## src/rtl/branch_target_predictor.sv

```systemverilog
// Zero-latency next-PC predictor: direct-mapped BTB with 2-bit counters,
// JAL target decode and a circular return-address stack.
module branch_target_predictor #(
    parameter int WIDTH_PC  = 32,
    parameter int IDX_BITS  = 4,
    parameter int TAG_BITS  = 8,
    parameter int RAS_DEPTH = 4
) (
    input  logic                clk,
    input  logic                rst_n,
    input  logic                fetch_valid,
    input  logic [WIDTH_PC-1:0] fetch_pc,
    input  logic [31:0]         fetch_inst,
    output logic                pred_taken,
    output logic [WIDTH_PC-1:0] pred_pc,
    input  logic                upd_valid,
    input  logic [WIDTH_PC-1:0] upd_pc,
    input  logic                upd_taken,
    input  logic [WIDTH_PC-1:0] upd_target,
    input  logic                upd_mispredict
);

    localparam int ENTRIES = 1 << IDX_BITS;
    localparam int PTR_W   = $clog2(RAS_DEPTH);
    localparam int CNT_W   = PTR_W + 1;

    localparam logic [4:0] OP_JAL    = 5'b11011;
    localparam logic [4:0] OP_JALR   = 5'b11001;
    localparam logic [4:0] OP_BRANCH = 5'b11000;

    localparam logic [CNT_W-1:0] RAS_FULL = CNT_W'(RAS_DEPTH);

    // BTB storage
    logic                btb_valid  [ENTRIES];
    logic [TAG_BITS-1:0] btb_tag    [ENTRIES];
    logic [WIDTH_PC-1:0] btb_target [ENTRIES];
    logic [1:0]          btb_ctr    [ENTRIES];

    // RAS storage: ras_ptr points at the next free slot, top is ras_ptr-1
    logic [WIDTH_PC-1:0] ras_mem [RAS_DEPTH];
    logic [PTR_W-1:0]    ras_ptr;
    logic [CNT_W-1:0]    ras_cnt;

    // Fetch-side decode
    logic [4:0]          opc;
    logic [4:0]          rd;
    logic [4:0]          rs1;
    logic                is_jal;
    logic                is_jalr;
    logic                is_branch;
    logic                rd_link;
    logic                rs1_link;
    logic                is_call;
    logic                is_ret;
    logic [WIDTH_PC-1:0] j_imm;
    logic [WIDTH_PC-1:0] seq_pc;
    logic [WIDTH_PC-1:0] jal_pc;

    assign opc       = fetch_inst[6:2];
    assign rd        = fetch_inst[11:7];
    assign rs1       = fetch_inst[19:15];
    assign is_jal    = (opc == OP_JAL);
    assign is_jalr   = (opc == OP_JALR);
    assign is_branch = (opc == OP_BRANCH);
    assign rd_link   = (rd == 5'd1) || (rd == 5'd5);
    assign rs1_link  = (rs1 == 5'd1) || (rs1 == 5'd5);
    assign is_call   = (is_jal || is_jalr) && rd_link;
    assign is_ret    = is_jalr && rs1_link && !rd_link;

    assign j_imm  = {{(WIDTH_PC-20){fetch_inst[31]}}, fetch_inst[19:12],
                     fetch_inst[20], fetch_inst[30:21], 1'b0};
    assign seq_pc = fetch_pc + WIDTH_PC'(4);
    assign jal_pc = fetch_pc + j_imm;

    // Fetch-side BTB lookup (reads pre-update contents)
    logic [IDX_BITS-1:0] f_idx;
    logic [TAG_BITS-1:0] f_tag;
    logic                f_hit;

    assign f_idx = fetch_pc[IDX_BITS+1:2];
    assign f_tag = fetch_pc[IDX_BITS+TAG_BITS+1:IDX_BITS+2];
    assign f_hit = btb_valid[f_idx] && (btb_tag[f_idx] == f_tag);

    logic                ras_nonempty;
    logic [PTR_W-1:0]    ras_top_idx;

    assign ras_nonempty = (ras_cnt != '0);
    assign ras_top_idx  = ras_ptr - PTR_W'(1);

    always_comb begin
        pred_taken = 1'b0;
        pred_pc    = seq_pc;
        if (is_jal) begin
            pred_taken = 1'b1;
            pred_pc    = jal_pc;
        end else if (is_ret && ras_nonempty) begin
            pred_taken = 1'b1;
            pred_pc    = ras_mem[ras_top_idx];
        end else if ((is_branch || is_jalr) && f_hit && btb_ctr[f_idx][1]) begin
            pred_taken = 1'b1;
            pred_pc    = btb_target[f_idx];
        end
    end

    // Update-side BTB lookup
    logic [IDX_BITS-1:0] u_idx;
    logic [TAG_BITS-1:0] u_tag;
    logic                u_hit;

    assign u_idx = upd_pc[IDX_BITS+1:2];
    assign u_tag = upd_pc[IDX_BITS+TAG_BITS+1:IDX_BITS+2];
    assign u_hit = btb_valid[u_idx] && (btb_tag[u_idx] == u_tag);

    always_ff @(posedge clk or negedge rst_n) begin
        if (!rst_n) begin
            for (int i = 0; i < ENTRIES; i++) begin
                btb_valid[i]  <= 1'b0;
                btb_tag[i]    <= '0;
                btb_target[i] <= '0;
                btb_ctr[i]    <= 2'd1;
            end
        end else if (upd_valid) begin
            if (u_hit) begin
                if (upd_taken) begin
                    btb_target[u_idx] <= upd_target;
                    if (btb_ctr[u_idx] != 2'd3)
                        btb_ctr[u_idx] <= btb_ctr[u_idx] + 2'd1;
                end else if (btb_ctr[u_idx] != 2'd0) begin
                    btb_ctr[u_idx] <= btb_ctr[u_idx] - 2'd1;
                end
            end else if (upd_taken) begin
                btb_valid[u_idx]  <= 1'b1;
                btb_tag[u_idx]    <= u_tag;
                btb_target[u_idx] <= upd_target;
                btb_ctr[u_idx]    <= 2'd2;
            end
        end
    end

    logic do_push;
    logic do_pop;

    assign do_push = fetch_valid && is_call && !upd_mispredict;
    assign do_pop  = fetch_valid && is_ret && ras_nonempty && !upd_mispredict;

    // A redirect empties the stack and suppresses any same-cycle push/pop
    always_ff @(posedge clk or negedge rst_n) begin
        if (!rst_n) begin
            ras_ptr <= '0;
            ras_cnt <= '0;
            for (int i = 0; i < RAS_DEPTH; i++)
                ras_mem[i] <= '0;
        end else if (upd_mispredict) begin
            ras_cnt <= '0;
        end else if (do_push) begin
            ras_mem[ras_ptr] <= seq_pc;
            ras_ptr          <= ras_ptr + PTR_W'(1);
            if (ras_cnt != RAS_FULL)
                ras_cnt <= ras_cnt + CNT_W'(1);
        end else if (do_pop) begin
            ras_ptr <= ras_top_idx;
            ras_cnt <= ras_cnt - CNT_W'(1);
        end
    end

endmodule

```

## config.mk

```make
export PLATFORM = sky130hd
export DESIGN_NAME = branch_target_predictor
export DESIGN_NICKNAME = d
export VERILOG_FILES = /design/src/rtl/branch_target_predictor.sv
export SDC_FILE = /design/constraint.sdc
export NUM_CORES = 2
export LEC_CHECK = 0
export ABC_AREA = 1
export CAP_MARGIN = 20
export CELL_PAD_IN_SITES_DETAIL_PLACEMENT = 1
export CELL_PAD_IN_SITES_GLOBAL_PLACEMENT = 1
export CORE_MARGIN = 4
export CORE_UTILIZATION = 35
export CTS_BUF_LIST = sky130_fd_sc_hd__clkbuf_8
export DETAILED_ROUTE_END_ITERATION = 10
export GPL_ROUTABILITY_DRIVEN = 1
export HOLD_SLACK_MARGIN = 0.06
export PLACE_DENSITY_LB_ADDON = 0.08
export SYNTH_ARGS = -nofsm -noshare
export SYNTH_HDL_FRONTEND = slang
export SYNTH_SLANG_ARGS = --single-unit
```

## constraint.sdc

```tcl
create_clock -name clk -period 4.5 [get_ports clk]
set_clock_uncertainty 0.15 [all_clocks]
set_input_delay 1.35 -clock clk [delete_from_list [all_inputs] [get_ports clk]]
set_output_delay 1.35 -clock clk [all_outputs]
set_load 0.02 [all_outputs]
```

**After elaboration in Yosys (flattened, before gate mapping)**

Cells that the tools add are included.

- $add $sub $neg: 8
- $lt $le $gt $ge: 6
- Eq/ne operators: 13
- Multiplexer cells: 56
- Bitwise operators: 10
- Reductions and logical operators: 33

Operators by type and width:

| cell | count |
|---|---|
| bitwise mux 512 bit | 1 |
| 2-to-1 mux 32 bit | 14 |
| bitwise mux 128 bit | 2 |
| binary-select mux 32 bit (select 4 bit) | 1 |
| demux 32 bit (select 4 bit) | 1 |
| binary-select mux 32 bit (select 2 bit) | 1 |
| binary-select mux 8 bit (select 4 bit) | 2 |
| bitwise mux 32 bit | 2 |
| demux 32 bit (select 2 bit) | 1 |
| 2-to-1 mux 8 bit | 5 |
| adder 32 x 3 -> 32 bit (second input constant) | 1 |
| adder 32 bit | 1 |
| demux 8 bit (select 4 bit) | 1 |
| bitwise OR 16 bit | 2 |
| AND 16 bit | 1 |
| binary-select mux 2 bit (select 4 bit) | 2 |
| equality test 8 bit | 2 |
| NOT 16 bit | 1 |
| equality test 5 bit (second input constant) | 3 |
| logical AND 1 bit | 15 |
| 2-to-1 mux 2 bit | 7 |
| 2-to-1 mux 3 bit | 4 |
| equality test 5 x 1 -> 1 bit (second input constant) | 2 |
| equality test 5 x 3 -> 1 bit (second input constant) | 2 |
| other kinds (25) | 52 |

- Register bits: 821
- Output and inout port bits: 33
- Logic and storage cells: 196

**Longest topological paths before layout**

- Word-level depth: 11
- Gate-level depth with buffers: 23
- Gate-level depth less buffers: 19

**Worst setup path after synthesis**

No wires, ideal clock.

- Path type: input-to-output
- From: input fetch_pc[1]
- To: output pred_pc[25]
- Arrival time: 3.360 ns
- Setup slack: -0.360 ns
- Stages: 14
- Path buffers: 0
- Cell sequence: ha_1 > fa_1 > nand2_1 > nand3_1 > o21ai_0 > o21ai_0 > a21o_1 > a21boi_0 > o21ai_0 > nand2_1 > nand2_1 > nand2_1 > nand3_1 > nand2_1

- Longest elaborated chain between the ends: 4

Ends and longest elaborated chain:

| element | line | text |
|---|---|---|
| start: declaration | 12 | `input logic [WIDTH_PC-1:0] fetch_pc,` |
| adder 32 x 3 -> 32 bit | 72 | `assign seq_pc = fetch_pc + WIDTH_PC'(4);` |
| 2-to-1 mux 32 bit | 99 | `end else if ((is_branch \|\| is_jalr) && f_hit && btb_ctr[f_idx][1]) begin` |
| 2-to-1 mux 32 bit | 96 | `end else if (is_ret && ras_nonempty) begin` |
| 2-to-1 mux 32 bit (*) | 93 | `if (is_jal) begin` |
| end: declaration | 15 | `output logic [WIDTH_PC-1:0] pred_pc,` |

Every way passes the cells marked *; elsewhere a longest branch is shown, timed or not.

**Worst setup path after layout**

- From: input fetch_pc[2]
- To: output pred_pc[30]

- Longest elaborated chain between the ends: 11

Ends and longest elaborated chain:

| element | line | text |
|---|---|---|
| NOT 4 -> 5 bit (implied by the code) | 82, 99, 101 |  |
| binary-select mux 8 bit (select 4 bit) | 82 | `assign f_hit = btb_valid[f_idx] && (btb_tag[f_idx] == f_tag);` |
| 2-to-1 mux 8 bit (implied by the code) (2 in series) | 82 |  |
| equality test 8 bit | 82 |  |
| logical AND 1 bit | 82 |  |
| logical AND 1 bit (2 in series) | 99 |  |
| 2-to-1 mux 32 bit | 99 |  |
| 2-to-1 mux 32 bit | 96 |  |
| 2-to-1 mux 32 bit (*) | 93 |  |

Every way passes the cells marked *; elsewhere a longest branch is shown, timed or not. The select of a mux whose other input is x is not followed.

==> impl_results.html <==
<table>
<tr><th>Metric</th><th>Value</th></tr>
<tr><th colspan="2">Detailed routing</th></tr>
<tr><td>Avg Vias per Cell</td><td>5.31</td></tr>
<tr><td>Total via count in the routed design</td><td>41.5k</td></tr>
<tr><td>Iter 0 DRT Violations</td><td>2681</td></tr>
<tr><td>Total wire length</td><td>175000 um</td></tr>
<tr><td>Remaining antenna violation count after routing</td><td>0</td></tr>
<tr><td>WL per Instance</td><td>22.5 um</td></tr>
<tr><td>Total DRC errors in the routed layout</td><td>0</td></tr>
<tr><td>First-pass detailed-route iteration total</td><td>5</td></tr>
<tr><th colspan="2">Timing</th></tr>
<tr><td>Fin. Hold Viols</td><td>0</td></tr>
<tr><td>Setup total negative slack</td><td>-24.42 ns</td></tr>
<tr><td>Max_slew headroom</td><td>0.374</td></tr>
<tr><td>Max-slew violation count</td><td>0</td></tr>
<tr><td>Final number of setup-violating endpoints</td><td>33</td></tr>
<tr><td>Final min period</td><td>5.33 ns</td></tr>
<tr><td>Worst Max-Slew Pin Slew</td><td>0.940 ns</td></tr>
<tr><td>RSZ-0062 raised after global routing</td><td>yes</td></tr>
<tr><td>Final clock period utilization by the worst path</td><td>1.18</td></tr>
<tr><td>Slack of the critical path</td><td>-0.827 ns</td></tr>
<tr><td>Upper clock frequency limit</td><td>188 MHz</td></tr>
<tr><th colspan="2">Power</th></tr>
<tr><td>Leakage power</td><td>25.9 nW</td></tr>
<tr><td>Power per unit of standard cell area</td><td>377 mW/mm2</td></tr>
<tr><td>Total Power</td><td>20.6 mW</td></tr>
<tr><td>Maximum vdd ir drop</td><td>0.315 mV</td></tr>
<tr><th colspan="2">Global routing</th></tr>
<tr><td>Pin count of the biggest net entering global routing</td><td>91</td></tr>
<tr><td>Total gr overflow</td><td>0</td></tr>
<tr><td>Initial antenna violation count</td><td>1</td></tr>
<tr><td>Overall track demand over capacity in global routing</td><td>0.276</td></tr>
<tr><td>First-pass GRT wire length</td><td>268000 um</td></tr>
<tr><td>Number of global-route vias before repair</td><td>42.7k</td></tr>
<tr><th colspan="2">Finish</th></tr>
<tr><td>Proportion of layout cells with a drive suffix above 1</td><td>0.195</td></tr>
<tr><td>Utilization of the core after routing</td><td>0.456</td></tr>
<tr><td>Non-Filler Cell Area, Final</td><td>0.0547 mm2</td></tr>
<tr><td>Final Instance Count excl. Fillers</td><td>7802</td></tr>
<tr><td>Growth of design area from synthesis to finish</td><td>29.6%</td></tr>
<tr><td>Net count reported at finish</td><td>6243</td></tr>
<tr><th colspan="2">Synth</th></tr>
<tr><td>Most used flip-flop cell after synthesis</td><td>sky130_fd_sc_hd__dfrtp_1</td></tr>
<tr><td>Total nets after synthesis</td><td>5707</td></tr>
<tr><td>Cell type contributing the most total cell area after synthesis</td><td>sky130_fd_sc_hd__dfrtp_1</td></tr>
<tr><td>Sequential cell area fraction in the yosys report</td><td>0.487</td></tr>
<tr><td>Warnings from Yosys</td><td>0</td></tr>
<tr><td>Cell types occupying the most area after synthesis</td><td>sky130_fd_sc_hd__dfrtp_1 (48%), sky130_fd_sc_hd__nand2_1 (14%), sky130_fd_sc_hd__o21ai_0 (14%)</td></tr>
<tr><td>Synth cell types</td><td>54</td></tr>
<tr><td>Mean Syn Cell Area</td><td>7.62 um2</td></tr>
<tr><td>Post-synthesis sequential element count</td><td>821</td></tr>
<tr><td>Netlist Area Pre-Place</td><td>0.0422 mm2</td></tr>
<tr><td>Proportion of netlist area held by the largest area contributor</td><td>0.478</td></tr>
<tr><td>Number of standard cells after synthesis</td><td>5534</td></tr>
<tr><td>EDFF count, synth</td><td>0</td></tr>
<tr><td>Proportion of register bits with asynchronous set or reset after synthesis</td><td>1.00</td></tr>
<tr><th colspan="2">Setup path</th></tr>
<tr><td>Family of cells with the greatest summed delay on the critical path</td><td>buffers and inverters</td></tr>
<tr><td>Worst R2R Setup Slack</td><td>1.79 ns</td></tr>
<tr><td>Start point of the critical path</td><td>fetch_pc[2]</td></tr>
<tr><td>Buffer and inverter count on the worst path</td><td>10</td></tr>
<tr><td>Arrival @ worst endpoint</td><td>3.83 ns</td></tr>
<tr><td>Startpoint of the lowest-slack register-to-register path</td><td>btb_tag[118]</td></tr>
<tr><td>Element type at the critical path end</td><td>primary output</td></tr>
<tr><td>CP max stage delay</td><td>0.16 ns</td></tr>
<tr><td>Cells along the critical path</td><td>buf_12 -&gt; inv_16 -&gt; buf_12 -&gt; buf_4 -&gt; buf_4 -&gt; o21ai_0 -&gt; o21ai_1 -&gt; nand2_1 -&gt; nand2_1 -&gt; inv_2 -&gt; a21o_1 -&gt; nand3_4 -&gt; nor2_4 -&gt; buf_12 -&gt; buf_12 -&gt; buf_16 -&gt; nand3_2 -&gt; nand2_1 -&gt; nand2_1 -&gt; nand2_2 -&gt; nand2_2 -&gt; buf_6</td></tr>
<tr><td>Worst setup SP type</td><td>input port</td></tr>
<tr><td>WS Path Type</td><td>input port to primary output</td></tr>
<tr><td>Worst-path fanout max</td><td>8</td></tr>
<tr><td>Highest-delay cell along the critical path</td><td>sky130_fd_sc_hd__buf_4</td></tr>
<tr><td>CP Data Required Time</td><td>3.00 ns</td></tr>
<tr><th colspan="2">Clock tree</th></tr>
<tr><td>Total of hold buffers inserted after clock tree synthesis</td><td>0</td></tr>
<tr><td>Root buffer selected by CTS</td><td>sky130_fd_sc_hd__clkbuf_8</td></tr>
<tr><td>Deepest clock path buffer count</td><td>3</td></tr>
<tr><td>Clock buffers created by TritonCTS</td><td>156</td></tr>
<tr><td>TritonCTS clock tree</td><td>done</td></tr>
<tr><td>Skew-Pair Late Insertion Delay</td><td>0.88 ns</td></tr>
<tr><td>CTS Sinks</td><td>821</td></tr>
<tr><td>CTS H-tree depth</td><td>4</td></tr>
<tr><td>CTS clock-pin slew for the worst setup and hold paths</td><td>0.06 ns</td></tr>
<tr><th colspan="2">Min path</th></tr>
<tr><td>Class of the worst hold path</td><td>input port to async pin</td></tr>
<tr><th colspan="2">Placed design</th></tr>
<tr><td>Placed instance count</td><td>7459</td></tr>
<tr><td>DP HPWL</td><td>112000 um</td></tr>
<tr><td>RD Place Congestion</td><td>0.877</td></tr>
<tr><td>Instance area at placement</td><td>0.0495 mm2</td></tr>
<tr><td>Port Buffer Count</td><td>143</td></tr>
<tr><th colspan="2">Floorplan</th></tr>
<tr><td>I/O pin count</td><td>167</td></tr>
<tr><td>Initial core utilization</td><td>0.352</td></tr>
<tr><td>Cell Rows</td><td>127</td></tr>
<tr><td>Die Footprint</td><td>0.126 mm2</td></tr>
<tr><td>Core Region</td><td>0.120 mm2</td></tr>
<tr><td>Die X</td><td>355 um</td></tr>
<tr><td>Chip Height</td><td>355 um</td></tr>
<tr><th colspan="2">Outcome</th></tr>
<tr><td>Violations in the final reports</td><td>setup timing</td></tr>
<tr><td>Run status</td><td>finished with violations</td></tr>
<tr><th colspan="2">Job</th></tr>
<tr><td>Maximum capacitance violations</td><td>0</td></tr>
</table>
-- power by group --
part | internal (mW) | switching, mW
Clock | 3.80 | 3.42
Combinational | 1.73 | 2.48
Sequential | 8.52 | 0.681
Total | 14.1 | 6.58
-- flip-flops by register name, indices dropped and copies added (netlist names) --
name        cells
btb_target    512
btb_tag       128
ras_mem       128
btb_ctr        32
btb_valid      16
ras_cnt         3
ras_ptr         2
-- layer usage --
| metal | track usage | vias up | share of wire |
|---|---|---|---|
| met5 | 0 | - | 0 |
| met1 | 0.383 | 20800 | 0.46 |
| met3 | 0.0405 | 220 | 0.049 |
| li1 | - | 19500 | - |
| met2 | 0.454 | 923 | 0.47 |
| met4 | 0.0670 | 0 | 0.023 |
-- per-stage QoR --
step	hold slack (ns)	worst slack [ns]
6_report	0.286	-0.827
5_1_grt	0.292	-0.940
4_1_cts	0.245	-0.767
3_5_place_dp	0.302	-1.82
3_3_place_gp	0.301	-1.84
2_1_floorplan	0.292	-0.138
-- cell families after synthesis --
group,count (synthesis),share of synthesized area
simple gates,2407,0.228
xor+xnor,38,0.00789
compound gates,1600,0.204
fa+ha+maj,39,0.0119
flops,821,0.487
mux,2,0.000534
buf+inv,627,0.0607
-- layout make-up --
cell class / count / area (um2)
fill: 14500 / 65100
sequential: 821 / 20600
multi-input combinational: 4086 / 20300
timing repair buffer: 761 / 7860
clock buffer: 183 / 2520
tap: 1612 / 2020
inverter: 243 / 946
clock inverter: 94 / 478
timing repair inverter: 1 / 8.76
antenna: 1 / 2.50
-- synthesized netlist by cell type, drive strengths merged, types with 2 or more instances --
| library cell | n |
|---|---|
| nand2 | 1591 |
| o21ai | 1209 |
| and3 | 2 |
| nand3 | 188 |
| a21o | 6 |
| a22oi | 16 |
| and2 | 2 |
| nor2 | 562 |
| mux2 | 2 |
| inv | 242 |
| a32o | 22 |
| a31oi | 33 |
| nand3b | 6 |
| xnor2 | 10 |
| a21boi | 4 |
| clkbuf | 287 |
| o21a | 19 |
| nand4 | 27 |
| dfstp | 16 |
| buf | 97 |
| fa | 2 |
| o31ai | 3 |
| o221ai | 3 |
| nor4 | 8 |
| a22o | 31 |
| a21oi | 132 |
| a221oi | 2 |
| xor2 | 28 |
| ha | 37 |
| o22ai | 100 |
| dfrtp | 805 |
| o211ai | 17 |
| nor3 | 19 |
-- layout by cell type (no fill, tap or decap), types with 94 or more instances in the layout --
master                     synthesis  final
sky130_fd_sc_hd__a21oi_1         131    120
sky130_fd_sc_hd__o21ai_0        1171   1146
sky130_fd_sc_hd__inv_1           230    291
sky130_fd_sc_hd__clkbuf_8          0    183
sky130_fd_sc_hd__nand2_1        1581   1463
sky130_fd_sc_hd__nand2_2          10    115
sky130_fd_sc_hd__buf_4             5    477
sky130_fd_sc_hd__nor2_1          552    506
sky130_fd_sc_hd__buf_12            0     94
sky130_fd_sc_hd__dfrtp_1         805    804
sky130_fd_sc_hd__nand3_1         176    129
sky130_fd_sc_hd__o22ai_1         100    100
-- repair_timing --
action | CTS | global route
hold endpoints to repair | 0 | 0
setup buffers | 31 | 17
pin swaps | 38 | 68
resized for setup | 352 | 185
setup endpoints to repair | 33 | 33
gates cloned | 13 | 5
-- final timing paths --
| path | end | depth (start not counted) |
|---|---|---|
| hold / removal | btb_tag[74] | 1 |
| setup / recovery | pred_pc[30] | 22 |
| max in group asynchronous | btb_target[212] | 3 |
| min in group clk | btb_ctr[14] | 2 |
| setup reg to reg | btb_tag[92] | 15 |
| hold reg to reg | btb_ctr[14] | 2 |
(Power assumes the default switching activity.)
